### src/rtl/load_store_unit.sv
// RV32I load/store unit: captures one memory op, runs a req/gnt then rvalid bus handshake,
// and returns an extended load result or an error with a one-cycle done pulse.
module load_store_unit (
    input  logic        clk,
    input  logic        reset,
    input  logic        start,
    input  logic        is_store,
    input  logic [2:0]  funct3,
    input  logic [31:0] addr,
    input  logic [31:0] wdata,
    output logic        busy,
    output logic        done,
    output logic        err,
    output logic [31:0] rdata,
    output logic        mem_req,
    output logic        mem_we,
    output logic [31:0] mem_addr,
    output logic [3:0]  mem_wstrb,
    output logic [31:0] mem_wdata,
    input  logic        mem_gnt,
    input  logic        mem_rvalid,
    input  logic [31:0] mem_rdata
);

    typedef enum logic [1:0] {IDLE, REQ, WAIT, RESP} state_t;

    state_t      state_q, state_d;
    logic [31:0] addr_q, addr_d;
    logic [31:0] wdata_q, wdata_d;
    logic [31:0] rdata_q, rdata_d;
    logic [2:0]  funct3_q, funct3_d;
    logic        is_store_q, is_store_d;
    logic        err_q, err_d;

    function automatic logic access_bad(input logic st, input logic [2:0] f3, input logic [1:0] a);
        logic illegal;
        logic misaligned;
        illegal    = (f3[1:0] == 2'b11) | (st ? f3[2] : (f3 == 3'b110));
        misaligned = ((f3[1:0] == 2'b01) & a[0]) | ((f3[1:0] == 2'b10) & (a != 2'b00));
        return illegal | misaligned;
    endfunction

    function automatic logic [31:0] load_extend(input logic [2:0] f3, input logic [1:0] a,
                                                input logic [31:0] word);
        logic signed [7:0]  b;
        logic signed [15:0] h;
        logic [31:0]        res;
        b = word[{a, 3'b000} +: 8];
        h = a[1] ? word[31:16] : word[15:0];
        case (f3)
            3'b000:  res = {{24{b[7]}}, b};
            3'b001:  res = {{16{h[15]}}, h};
            3'b100:  res = {24'd0, b};
            3'b101:  res = {16'd0, h};
            3'b010:  res = word;
            default: res = 32'd0;
        endcase
        return res;
    endfunction

    function automatic logic [3:0] store_strb(input logic [2:0] f3, input logic [1:0] a);
        logic [3:0] s;
        case (f3)
            3'b000:  s = 4'b0001 << a;
            3'b001:  s = a[1] ? 4'b1100 : 4'b0011;
            default: s = 4'b1111;
        endcase
        return s;
    endfunction

    function automatic logic [31:0] store_data(input logic [2:0] f3, input logic [31:0] w);
        logic [31:0] d;
        case (f3)
            3'b000:  d = {4{w[7:0]}};
            3'b001:  d = {2{w[15:0]}};
            default: d = w;
        endcase
        return d;
    endfunction

    always_comb begin
        state_d    = state_q;
        addr_d     = addr_q;
        wdata_d    = wdata_q;
        funct3_d   = funct3_q;
        is_store_d = is_store_q;
        err_d      = err_q;
        rdata_d    = rdata_q;
        case (state_q)
            IDLE: begin
                if (start) begin
                    addr_d     = addr;
                    wdata_d    = wdata;
                    funct3_d   = funct3;
                    is_store_d = is_store;
                    err_d      = access_bad(is_store, funct3, addr[1:0]);
                    rdata_d    = 32'd0;
                    state_d    = access_bad(is_store, funct3, addr[1:0]) ? RESP : REQ;
                end
            end
            REQ: begin
                if (mem_gnt) state_d = WAIT;
            end
            WAIT: begin
                // Extension is done at capture so RESP only has to gate the register.
                if (mem_rvalid) begin
                    state_d = RESP;
                    rdata_d = is_store_q ? 32'd0 : load_extend(funct3_q, addr_q[1:0], mem_rdata);
                end
            end
            RESP: begin
                state_d = IDLE;
                err_d   = 1'b0;
                rdata_d = 32'd0;
            end
            default: state_d = IDLE;
        endcase
    end

    always_ff @(posedge clk) begin
        if (reset) begin
            state_q    <= IDLE;
            addr_q     <= 32'd0;
            wdata_q    <= 32'd0;
            funct3_q   <= 3'd0;
            is_store_q <= 1'b0;
            err_q      <= 1'b0;
            rdata_q    <= 32'd0;
        end else begin
            state_q    <= state_d;
            addr_q     <= addr_d;
            wdata_q    <= wdata_d;
            funct3_q   <= funct3_d;
            is_store_q <= is_store_d;
            err_q      <= err_d;
            rdata_q    <= rdata_d;
        end
    end

    assign busy      = (state_q != IDLE);
    assign done      = (state_q == RESP);
    assign err       = done & err_q;
    assign rdata     = done ? rdata_q : 32'd0;
    assign mem_req   = (state_q == REQ);
    assign mem_we    = mem_req & is_store_q;
    assign mem_wstrb = mem_we ? store_strb(funct3_q, addr_q[1:0]) : 4'b0000;
    assign mem_addr  = {addr_q[31:2], 2'b00};
    assign mem_wdata = store_data(funct3_q, wdata_q);

endmodule

### config.mk
export PLATFORM = sky130hd
export DESIGN_NAME = load_store_unit
export DESIGN_NICKNAME = d
export VERILOG_FILES = /design/src/rtl/load_store_unit.sv
export SDC_FILE = /design/constraint.sdc
export NUM_CORES = 1
export LEC_CHECK = 0
export ABC_AREA = 1
export BUFFER_PORTS_ARGS = -buffer_cell sky130_fd_sc_hd__buf_2
export CORE_AREA = 2 2 140 142
export CTS_CLUSTER_DIAMETER = 150
export DETAILED_ROUTE_END_ITERATION = 6
export DIE_AREA = 0 0 142 144
export PLACE_DENSITY = 0.58
export SYNTH_ARGS = -nofsm -noshare
export SYNTH_HDL_FRONTEND = slang
export SYNTH_SLANG_ARGS = --single-unit
### constraint.sdc
create_clock -name clk -period 3.6 [get_ports clk]
set_input_delay 0.18 -clock clk [delete_from_list [all_inputs] [get_ports clk]]
set_output_delay 0.18 -clock clk [all_outputs]
set_load 0.02 [all_outputs]
**Word-level counts from Yosys, hierarchy flattened**

Index checks and enable logic that the tools add are counted.

- Equal/unequal tests: 14
- Bitwise operators: 7
- Reduce and logical (&&, ||, !) cells: 10
- Shift-type cells: 2
- Magnitude comparators: 0
- Mux-type cells: 19
- Multiply operators: 0
- Add/sub/neg operators: 0
- Divide/modulo/power cells: 0

Operators with widths:

| cell | count |
|---|---|
| $pmux W32 S5 | 1 |
| $mux W32 | 4 |
| $pmux W32 S3 | 1 |
| $pmux W32 S2 | 1 |
| $shiftx A32 B6 Y8 | 1 |
| $mux W16 | 1 |
| $eq A3 B3 Y1 const B | 3 |
| $eq A2 B2 Y1 const B | 4 |
| $mux W2 | 4 |
| $mux W4 | 2 |
| $pmux W2 S4 | 1 |
| $pmux W4 S2 | 1 |
| $reduce_and A3 Y1 | 2 |
| $reduce_bool A2 Y1 | 3 |
| $and A1 B1 Y1 | 4 |
| $eq A2 B1 Y1 const B | 2 |
| $ne A2 B2 Y1 const B | 2 |
| $reduce_and A2 Y1 | 2 |
| $shl A1 B2 Y4 const A | 1 |
| $eq A3 B1 Y1 const B | 1 |
| $eq A3 B2 Y1 const B | 1 |
| $logic_not A3 Y1 | 1 |
| $or A1 B1 Y1 | 3 |
| $reduce_bool A3 Y1 | 1 |
| other kinds (4) | 5 |

- Output and inout port bits: 105
- Word-level logic and storage cells: 59
- Bits of input ports: 105
- RAM bits: 0
- Bits in latches: 0
- Flip-flop bits (word level): 103
- Memories kept: 0
- Memory bits (read-only): 0

**Longest topological paths before layout**

Gate-level depths: netlist of the first run.

- Word-level depth: 7
- Mapped depth: 10
- Depth with buffers taken out: 9

**Least setup slack after synthesis of the first run**

OpenSTA, ideal clock, no wires.

- Path type: reg-to-output
- Start point: register funct3_q[1]
- End point: output port mem_wstrb[0]
- Cell stages (with the launch flop): 8
- Data required time: 3.420 ns
- Path buffers: 1
- Path slack: 2.029 ns
- Arrival: 1.391 ns
- Cell sequence: dfxtp_1 > inv_2 > nand2_2 > nor2_8 > clkinv_2 > nand2_2 > buf_6 > a21oi_1

- Cells in the longest elaborated chain, start to end: 3
- Elaborated cells between the ends (all ways): 4
- Classes of those cells: eq/ne: 1; mux: 2; reduce/logical: 1

RTL lines:

| item | RTL line | text |
|---|---|---|
| start, declared | 31 | `logic [2:0] funct3_q, funct3_d;` |
| start signal, assigned | 133 | `funct3_q <= funct3_d;` |
| $eq A3 B1 Y1 or $logic_not A3 Y1 (tied branches) | 63 | `case (f3)` |
| $pmux W4 S2 * | 63 |  |
| $mux W4 * | 146 | `assign mem_wstrb = mem_we ? store_strb(funct3_q, addr_q[1:0]) : 4'b0000;` |
| end, declared | 18 | `output logic [3:0] mem_wstrb,` |

Every way passes the cells marked *; elsewhere a longest branch is shown, timed or not.

**Final worst setup path of the first run**

- Start point: register funct3_q[1]
- End point: output port mem_wdata[8]

- Cells in the longest elaborated chain, start to end: 2
- Elaborated cells between the ends (all ways): 3
- Classes of those cells: eq/ne: 1; mux: 1; reduce/logical: 1

RTL lines:

| item | RTL line | text |
|---|---|---|
| $eq A3 B1 Y1 or $logic_not A3 Y1 (tied branches) | 73 | `case (f3)` |
| $pmux W32 S2 * | 73 |  |
| end, declared | 19 | `output logic [31:0] mem_wdata,` |

Marked as above.

==> results of run 1 <==
-- state kept, by name, summed over array words and instances (netlist names) --
register and cells:
addr_q 32, err_q 1, funct3_q 3, is_store_q 1, rdata_q 32, state_q 2, wdata_q 32
-- placed cells by master (no fill, tap or decap), types with 9 or more instances in the layout --
cell	netlist	layout
a21oi_2	9	9
nor2_2	13	13
inv_1	93	91
buf_2	15	207
o21ai_0	90	90
nand3_1	34	34
o21ai_1	9	9
dfxtp_1	103	103
nor2_1	138	138
nand2_1	238	237
a21oi_1	45	45
clkbuf_16	0	9
-- metal layers --
metal  routed length (µm)  track usage, %
met4                  189            3.47
met2                 7910            27.0
met5                    0               0
met3                 1210            5.63
met1                 7250            19.0
-- power by group through the flow --
stage | Clock [µW] | Combinational (µW) | Sequential (µW)
3_3_place_gp | 0 | 2170 | 1580
3_5_place_dp | 0 | 2180 | 1590
5_1_grt | 1080 | 2410 | 1600
2_1_floorplan | 0 | 1790 | 1530
6_report | 1010 | 2150 | 1570
4_1_cts | 1050 | 2180 | 1570
-- kinds of logic (layout without fill, tap and decap cells) --
| group | Yosys count | after routing | synth area share, % |
|---|---|---|---|
| buffers and inverters | 186 | 325 | 16.2 |
| other | 1 | 5 | 0.0670 |
| flip-flops | 103 | 103 | 36.8 |
| AND/OR/NAND/NOR | 432 | 432 | 31.4 |
| AO/OA/AOI/OAI | 155 | 155 | 14.5 |
| adder cells (fa/ha/maj) | 4 | 4 | 0.894 |
-- stage by stage --
step / std cells / cell area [µm²] / total power, µW
3_3_place_gp: 1243 / 6430 / 3750
6_report: 1262 / 6730 / 4720
2_1_floorplan: 882 / 5600 / 3320
4_1_cts: 1259 / 6730 / 4800
5_1_grt: 1259 / 6730 / 5090
3_5_place_dp: 1243 / 6430 / 3770
-- layout make-up --
cell class                 instances  area [µm²]  share of cell area (%)
tap                              238         298                    4.42
sequential                       103        2060                    30.6
multi-input combinational        593        2630                    39.1
antenna                            3        7.51                   0.111
clock inverter                     7        70.1                    1.04
clock buffer                       9         225                    3.34
inverter                          97         365                    5.43
timing repair buffer             212        1070                    15.9
-- path summary, 6_finish.rpt --
kind	startpoint	end	slack, ns	cells after the start
max	funct3_q[1]	mem_wdata[8]	1.07	7
max reg2reg	funct3_q[2]	rdata_q[23]	1.46	6
min reg2reg	rdata_q[0]	rdata_q[0]	0.47	2
min	wdata[20]	wdata_q[20]	0.06	3
-- critical path: stages (launching register included) --
cell	delay, ns
dfxtp_1	0.69
inv_2	0.16
nand2_2	0.17
nor2_8	0.07
clkinv_2	0.19
nand2_2	0.28
o21ai_1	0.23
buf_2	0.19
==> results.yml, run 1 <==
timing:
  tns_ns: 0
  setup_viol: 0
  fmax_mhz: 395
  hold_slack_ns: 0.0631
  fin_crit_ns: 2.53
  skew_ns: 0.00730
  timing.final.crit_share_pct: 70.3
  relSlewSlack_pct: 30.9
  max_slew.worst_pin.slew_ns: 1.03
  hold_viol: 0
  slew_violations: 0
  rsz0062_at_grt: "false"
  fin_ws_ns: 1.07
min_path:
  hold_path_class: "primary input to flip-flop"
detailed_routing:
  vias: 5587
  drc: 0
  drt_iter0_drc: 279
  finalWirelength_um: 16600
  via_per_inst: 4.43
  dr.pass1.iters: 5
  wl_per_cell_um: 13.1
  postRouteAntennaNets: 0
outcome:
  outcome: "finished clean"
die:
  core-area_um2: 19100
  initial_utilization_pct: 29.3
  die_h_um: 144
  row_count: 51
  dieArea_um2: 20400
  die_w_um: 142
  io_pins: 210
power_and_ir_drop:
  power.leakage_uw: 0.00364
  power.internal_uw: 2540
  p_seq_share_pct: 33.1
  power_switching_share_pct: 46.3
  pwr-share-clk_pct: 21.3
  power_density_nw_per_um2: 702
  comb_power_share_pct: 45.6
  p_sw_uw: 2190
  vdd_drop_max_uv: 371
synth:
  yosys-top-cells-count: "nand2_1 (238), nor2_1 (138), dfxtp_1 (103), inv_1 (93), o21ai_0 (90)"
  synth_top_flop_cell: "dfxtp_1"
  netlist_instances: 881
  ys_seq_area_share_pct: 36.8
  yosys.area.top_type: "dfxtp_1"
  synth.cell_area_um2: 5600
  synth-edff-count: 0
  ys_top_cells_by_area: "dfxtp_1 (37%), nand2_1 (16%), nor2_1 (9.3%)"
  synth-seq-cells: 103
  synth.most_common_cell: "nand2_1"
  synth.distinct_cells: 28
  synth_top_area_share_pct: 36.8
  yosysWarnings: 0
  syn_area_per_cell_um2: 6.35
  synthArstFlopShare_pct: 0
place:
  hpwl_um: 11900
  gp_congestion: 0.792
  port_buffers: 207
  dp_slack_ns: 1.44
critical_path:
  crit_type: "flip-flop to output port"
  cp.arrival_ns: 2.35
  critPathCaptureType: "output port"
  required_ns: 3.42
  crit_fanout: 21
  worst_setup_path_start_kind: "flip-flop"
cts:
  clkSlewWorstSetupHoldPaths_ns: 0.08
  htreeDepth: 3
  cts_tree: "built"
  cts-buffers-inserted: 9
  cts_resized: 0
  cts_setup_buffers: 0
  cts_sinks: 103
  ctsHoldBuffers: 0
  clockBufferDepth: 2
  clock_latency_ns: 0.36
  root_buffer: "clkbuf_16"
global_routing:
  grt_first_pass_wirelength_um: 25400
  grt-ovfl-total: 0
  grt_max_degree: 82
  antenna_found_initial: 3
  track_usage_pct: 15.8
  grt_pass1_vias: 4891
flow_run:
  timing.max_cap.violations: 0
cells_and_area:
  drive_gt1_share_pct: 26.0
  area_growth_pct: 20.3
  nNetsFinal: 1125
  fill_cells: 2129
  utilization_pct: 35.3
Note: power is estimated with default switching activity, not from simulation.
==> run 2: changes to the inputs <==
--- a/config.mk
+++ b/config.mk
@@ -11,7 +11,7 @@
 export CTS_CLUSTER_DIAMETER = 150
 export DETAILED_ROUTE_END_ITERATION = 6
 export DIE_AREA = 0 0 142 144
-export PLACE_DENSITY = 0.58
+export PLACE_DENSITY = 0.6
 export SYNTH_ARGS = -nofsm -noshare
 export SYNTH_HDL_FRONTEND = slang
 export SYNTH_SLANG_ARGS = --single-unit
==> constraint.sdc (replaced) <==
create_clock -name clk -period 2.3 [get_ports clk]
set_input_delay 0.115 -clock clk [delete_from_list [all_inputs] [get_ports clk]]
set_output_delay 0.115 -clock clk [all_outputs]
set_load 0.02 [all_outputs]
==> run 2 against run 1 <==
Effect of this change: core utilization grew 1.4 points; hold slack lost 0.049 ns; die area is the same; clock-buffer cell count is the same; critical path depth shrank 3; via count grew 2.5%; non-clock buffer count grew 24; sequential power grew 54%; largest cell class unchanged.
==> results.yml, run 2 (same netlist as run 1, synthesis figures left out) <==
cts:
  root_buffer: "clkbuf_16"
  clkSlewWorstSetupHoldPaths_ns: 0.08
  cts-buffers-inserted: 9
  cts_tree: "built"
  htreeDepth: 3
  cts_sinks: 103
  clock_latency_ns: 0.35
  cts_setup_buffers: 0
  clockBufferDepth: 2
global_routing:
  grt_max_degree: 67
  antenna_found_initial: 6
  grt_pass1_vias: 5261
  grt-ovfl-total: 0
  grt_first_pass_wirelength_um: 26400
  track_usage_pct: 16.3
die:
  die_w_um: 142
  dieArea_um2: 20400
  io_pins: 210
  die_h_um: 144
  core-area_um2: 19100
  row_count: 51
  initial_utilization_pct: 29.3
critical_path:
  cpPeakStageDelay_ns: 0.48
  cp_top_family: "simple AND/OR/NAND/NOR gates"
  path_buf_inv: 1
  worst_setup_path_start_kind: "flip-flop"
  cp.arrival_ns: 1.97
  crit_path_cell_trace: "nand3b_4, nand2_2, o21ai_1, buf_2"
  required_ns: 2.18
  critPathCaptureType: "output port"
  crit_fanout: 26
  cpMaxStageDelayCell: "dfxtp_1"
  crit_type: "flip-flop to output port"
power_and_ir_drop:
  power_density_nw_per_um2: 1060
  power.leakage_uw: 0.00375
  total_power_uw: 7470
  vdd_drop_max_uv: 430
cells_and_area:
  final_cells: 1288
  area_growth_pct: 25.2
  nNetsFinal: 1149
  largestRegisters: "addr_q x32, rdata_q x32, wdata_q x32"
  final_cell_mix: "nand2_1 (237), buf_2 (207), nor2_1 (138), dfxtp_1 (103), inv_1 (91)"
  drive_gt1_share_pct: 25.7
  final_common_cell: "nand2_1"
detailed_routing:
  postRouteAntennaNets: 0
  finalWirelength_um: 16700
  dr.pass1.iters: 4
  drt_iter0_drc: 244
  wl_per_cell_um: 13.0
  vias: 5729
  via_per_inst: 4.45
  drc: 0
place:
  hpwl_um: 12100
  numPlacedInstances: 1248
  port_buffers: 207
  gp_congestion: 0.826
min_path:
  hold_path_class: "primary input to flip-flop"
timing:
  max_slew.worst_pin.slew_ns: 0.781
  tns_ns: 0
  rsz0062_at_grt: "false"
  timing.final.crit_share_pct: 90.7
  slew_violations: 0
  setup_viol: 0
  fmax_mhz: 479
  skew_ns: 0.00484
  relSlewSlack_pct: 47.6
  hold_viol: 0
  fin_crit_ns: 2.09
flow_run:
  timing.max_cap.violations: 0
outcome:
  outcome: "finished clean"
-- run 2: changes by cell type in the layout (fill, tap and decap cells not counted), sizes merged --
cell	previous run	this run
clkinvlp	1	2
diode	3	5
dlygate4sd3	0	19
buf	212	217
inv	101	100
-- run 2: metal layers --
metal  routed length (µm)  track usage, %
met2                 7890            27.2
met3                 1380            5.20
met5                   27               0
met1                 7150            19.8
met4                  246            5.58
-- run 2: cell type report --
cell class | instances | area (µm²)
diodes | 5 | 12.5
clock buffers | 9 | 225
clock inverters | 7 | 63.8
fillers | 2108 | 12100
inverters | 97 | 365
multi-input cells | 593 | 2630
flip-flops and latches | 103 | 2060
well taps | 238 | 298
repair buffers | 236 | 1350
-- run 2: tightest hold or removal path: cells and delay by family --
kind                   cells  cell delay [ns]
and+or+nand+nor            1             0.08
AOI/OAI and AO/OA          1             0.07
buffers and inverters      1             0.07
-- run 2: path summary, 6_finish.rpt --
check / depth (start not counted) / slack, ns / from / endpoint
setup / recovery: 4 / 0.21 / funct3_q[2] / mem_wdata[9]
hold / removal: 3 / 0.01 / addr[19] / addr_q[19]
setup reg to reg: 7 / 0.51 / funct3_q[2] / rdata_q[6]
hold reg to reg: 2 / 0.47 / rdata_q[13] / rdata_q[13]
-- run 2: what timing repair did --
| item | 4_1_cts | 5_1_grt |
|---|---|---|
| hold buffers | 19 | 0 |
| endpoints found under the hold margin | 19 | 0 |
| endpoints found under the setup margin | 0 | 0 |
| gates resized for setup | 0 | 0 |
-- run 2: metrics by stage --
step / setup slack (ns) / instance area [µm²] / hold slack, ns / util (%)
floorplan: 0.794 / 5600 / 0.282 / -
global placement: 0.524 / 6520 / 0.362 / 34.2
detailed placement: 0.510 / 6520 / 0.371 / 34.2
CTS: 0.190 / 7000 / 0.000253 / 36.7
global route: 0.0886 / 7000 / 0.0112 / 36.7
finish: 0.213 / 7010 / 0.0146 / 36.7
-- run 2: power by group --
part | total [µW] | internal [µW] | switching [µW]
Sequential | 2420 | 2180 | 247
Combinational | 3500 | 1110 | 2390
Clock | 1540 | 763 | 780
Total | 7470 | 4050 | 3420
==> run 3: changes to the inputs <==
--- a/config.mk
+++ b/config.mk
@@ -12,6 +12,7 @@
 export DETAILED_ROUTE_END_ITERATION = 6
 export DIE_AREA = 0 0 142 144
 export PLACE_DENSITY = 0.6
+export RECOVER_POWER = 25
 export SYNTH_ARGS = -nofsm -noshare
 export SYNTH_HDL_FRONTEND = slang
 export SYNTH_SLANG_ARGS = --single-unit
==> run 3 against run 2 <==
Effect of this change: clock power about the same; highest routed layer unchanged; total power decreased by 0.73%; critical path depth unchanged; fmax about the same; setup slack improved by 0.0012 ns.
==> results.yml, run 3 (same netlist as run 1, synthesis figures left out) <==
critical_path:
  required_ns: 2.18
  cp.arrival_ns: 1.97
  critPathCaptureType: "output port"
  worst_setup_path_start_kind: "flip-flop"
  crit_type: "flip-flop to output port"
  crit_fanout: 26
timing:
  fin_crit_ns: 2.09
  skew_ns: 0.00493
  slew_violations: 0
  hold_slack_ns: 0.0143
  relSlewSlack_pct: 47.6
  fmax_mhz: 479
  timing.final.crit_share_pct: 90.7
  max_slew.worst_pin.slew_ns: 0.781
  rsz0062_at_grt: "false"
  hold_viol: 0
  tns_ns: 0
  fin_ws_ns: 0.214
  setup_viol: 0
detailed_routing:
  finalWirelength_um: 16700
  postRouteAntennaNets: 0
  dr.pass1.iters: 5
  vias: 5706
  wl_per_cell_um: 12.9
  drt_iter0_drc: 236
  drc: 0
  via_per_inst: 4.43
global_routing:
  grt-ovfl-total: 0
  track_usage_pct: 16.3
  grt_first_pass_wirelength_um: 26400
  antenna_found_initial: 6
  grt_pass1_vias: 5261
  grt_max_degree: 67
die:
  io_pins: 210
  die_w_um: 142
  core-area_um2: 19100
  die_h_um: 144
  initial_utilization_pct: 29.3
  row_count: 51
  dieArea_um2: 20400
cts:
  cts_sinks: 103
  clkSlewWorstSetupHoldPaths_ns: 0.08
  cts-buffers-inserted: 9
  clock_latency_ns: 0.35
  root_buffer: "clkbuf_16"
  cts_tree: "built"
  clockBufferDepth: 2
  htreeDepth: 3
  cts_resized: 0
min_path:
  hold_path_class: "primary input to flip-flop"
cells_and_area:
  largestRegisters: "addr_q x32, rdata_q x32, wdata_q x32"
  final_cell_mix: "nand2_1 (238), buf_2 (160), nor2_1 (138), dfxtp_1 (103), inv_1 (91)"
  area_growth_pct: 24.1
  final_common_cell: "nand2_1"
  drive_gt1_share_pct: 21.1
  nNetsFinal: 1149
flow_run:
  timing.max_cap.violations: 0
power_and_ir_drop:
  power_density_nw_per_um2: 1070
  vdd_drop_max_uv: 427
  total_power_uw: 7410
  power.leakage_uw: 0.00357
outcome:
  outcome: "finished clean"
place:
  dp_slack_ns: 0.510
  gp_congestion: 0.826
  port_buffers: 207
  hpwl_um: 12100
==> run 3: cell count changes in the layout (fill, tap and decap cells not counted), sizes merged <==
cell	before	now
buf	217	170
clkbuf	9	56
==> run 3: final cells by class <==
class / count / area, µm²
diodes: 5 / 12.5
clock buffers: 9 / 225
clock inverters: 7 / 63.8
fillers: 2132 / 12100
inverters: 97 / 365
multi-input cells: 593 / 2630
flip-flops and latches: 103 / 2060
well taps: 238 / 298
repair buffers: 236 / 1290
==> run 3: per-layer routing <==
metal,part of all wire (%),GRT usage [%]
met5,0.15,0
met3,8.1,5.20
met2,47,27.2
met1,43,19.8
met4,1.5,5.58
==> run 3: what timing repair did <==
item                                    in CTS  in global routing
hold buffers                                19                  0
setup buffers                                0                  0
endpoints found under the setup margin       0                  0
hold endpoints to repair                    19                  0
==> run 3: final timing paths <==
check	startpoint	end	slack, ns	cells after the start
worst max-delay path	funct3_q[2]	mem_wdata[9]	0.21	4
worst min-delay path	addr[19]	addr_q[19]	0.01	3
worst max register to register	state_q[0]	wdata_q[7]	0.44	6
worst min register to register	rdata_q[13]	rdata_q[13]	0.47	2
==> run 3: critical path: stages (launching register included) <==
cell and delay, ns:
dfxtp_1 0.48, nand3b_4 0.39, nand2_2 0.32, o21ai_1 0.22, buf_2 0.20
==> run 3: metrics by stage <==
step           cells  util (%)  area, µm²
4_1_cts         1283      36.7       7000
2_1_floorplan    882         -       5600
3_5_place_dp    1248      34.2       6520
3_3_place_gp    1248      34.2       6520
6_report        1288      36.4       6950
5_1_grt         1285      36.4       6940
==> run 3: power breakdown <==
part           switching, µW  internal (µW)
registers                251           2180
logic                   2390           1050
clock network            776            763
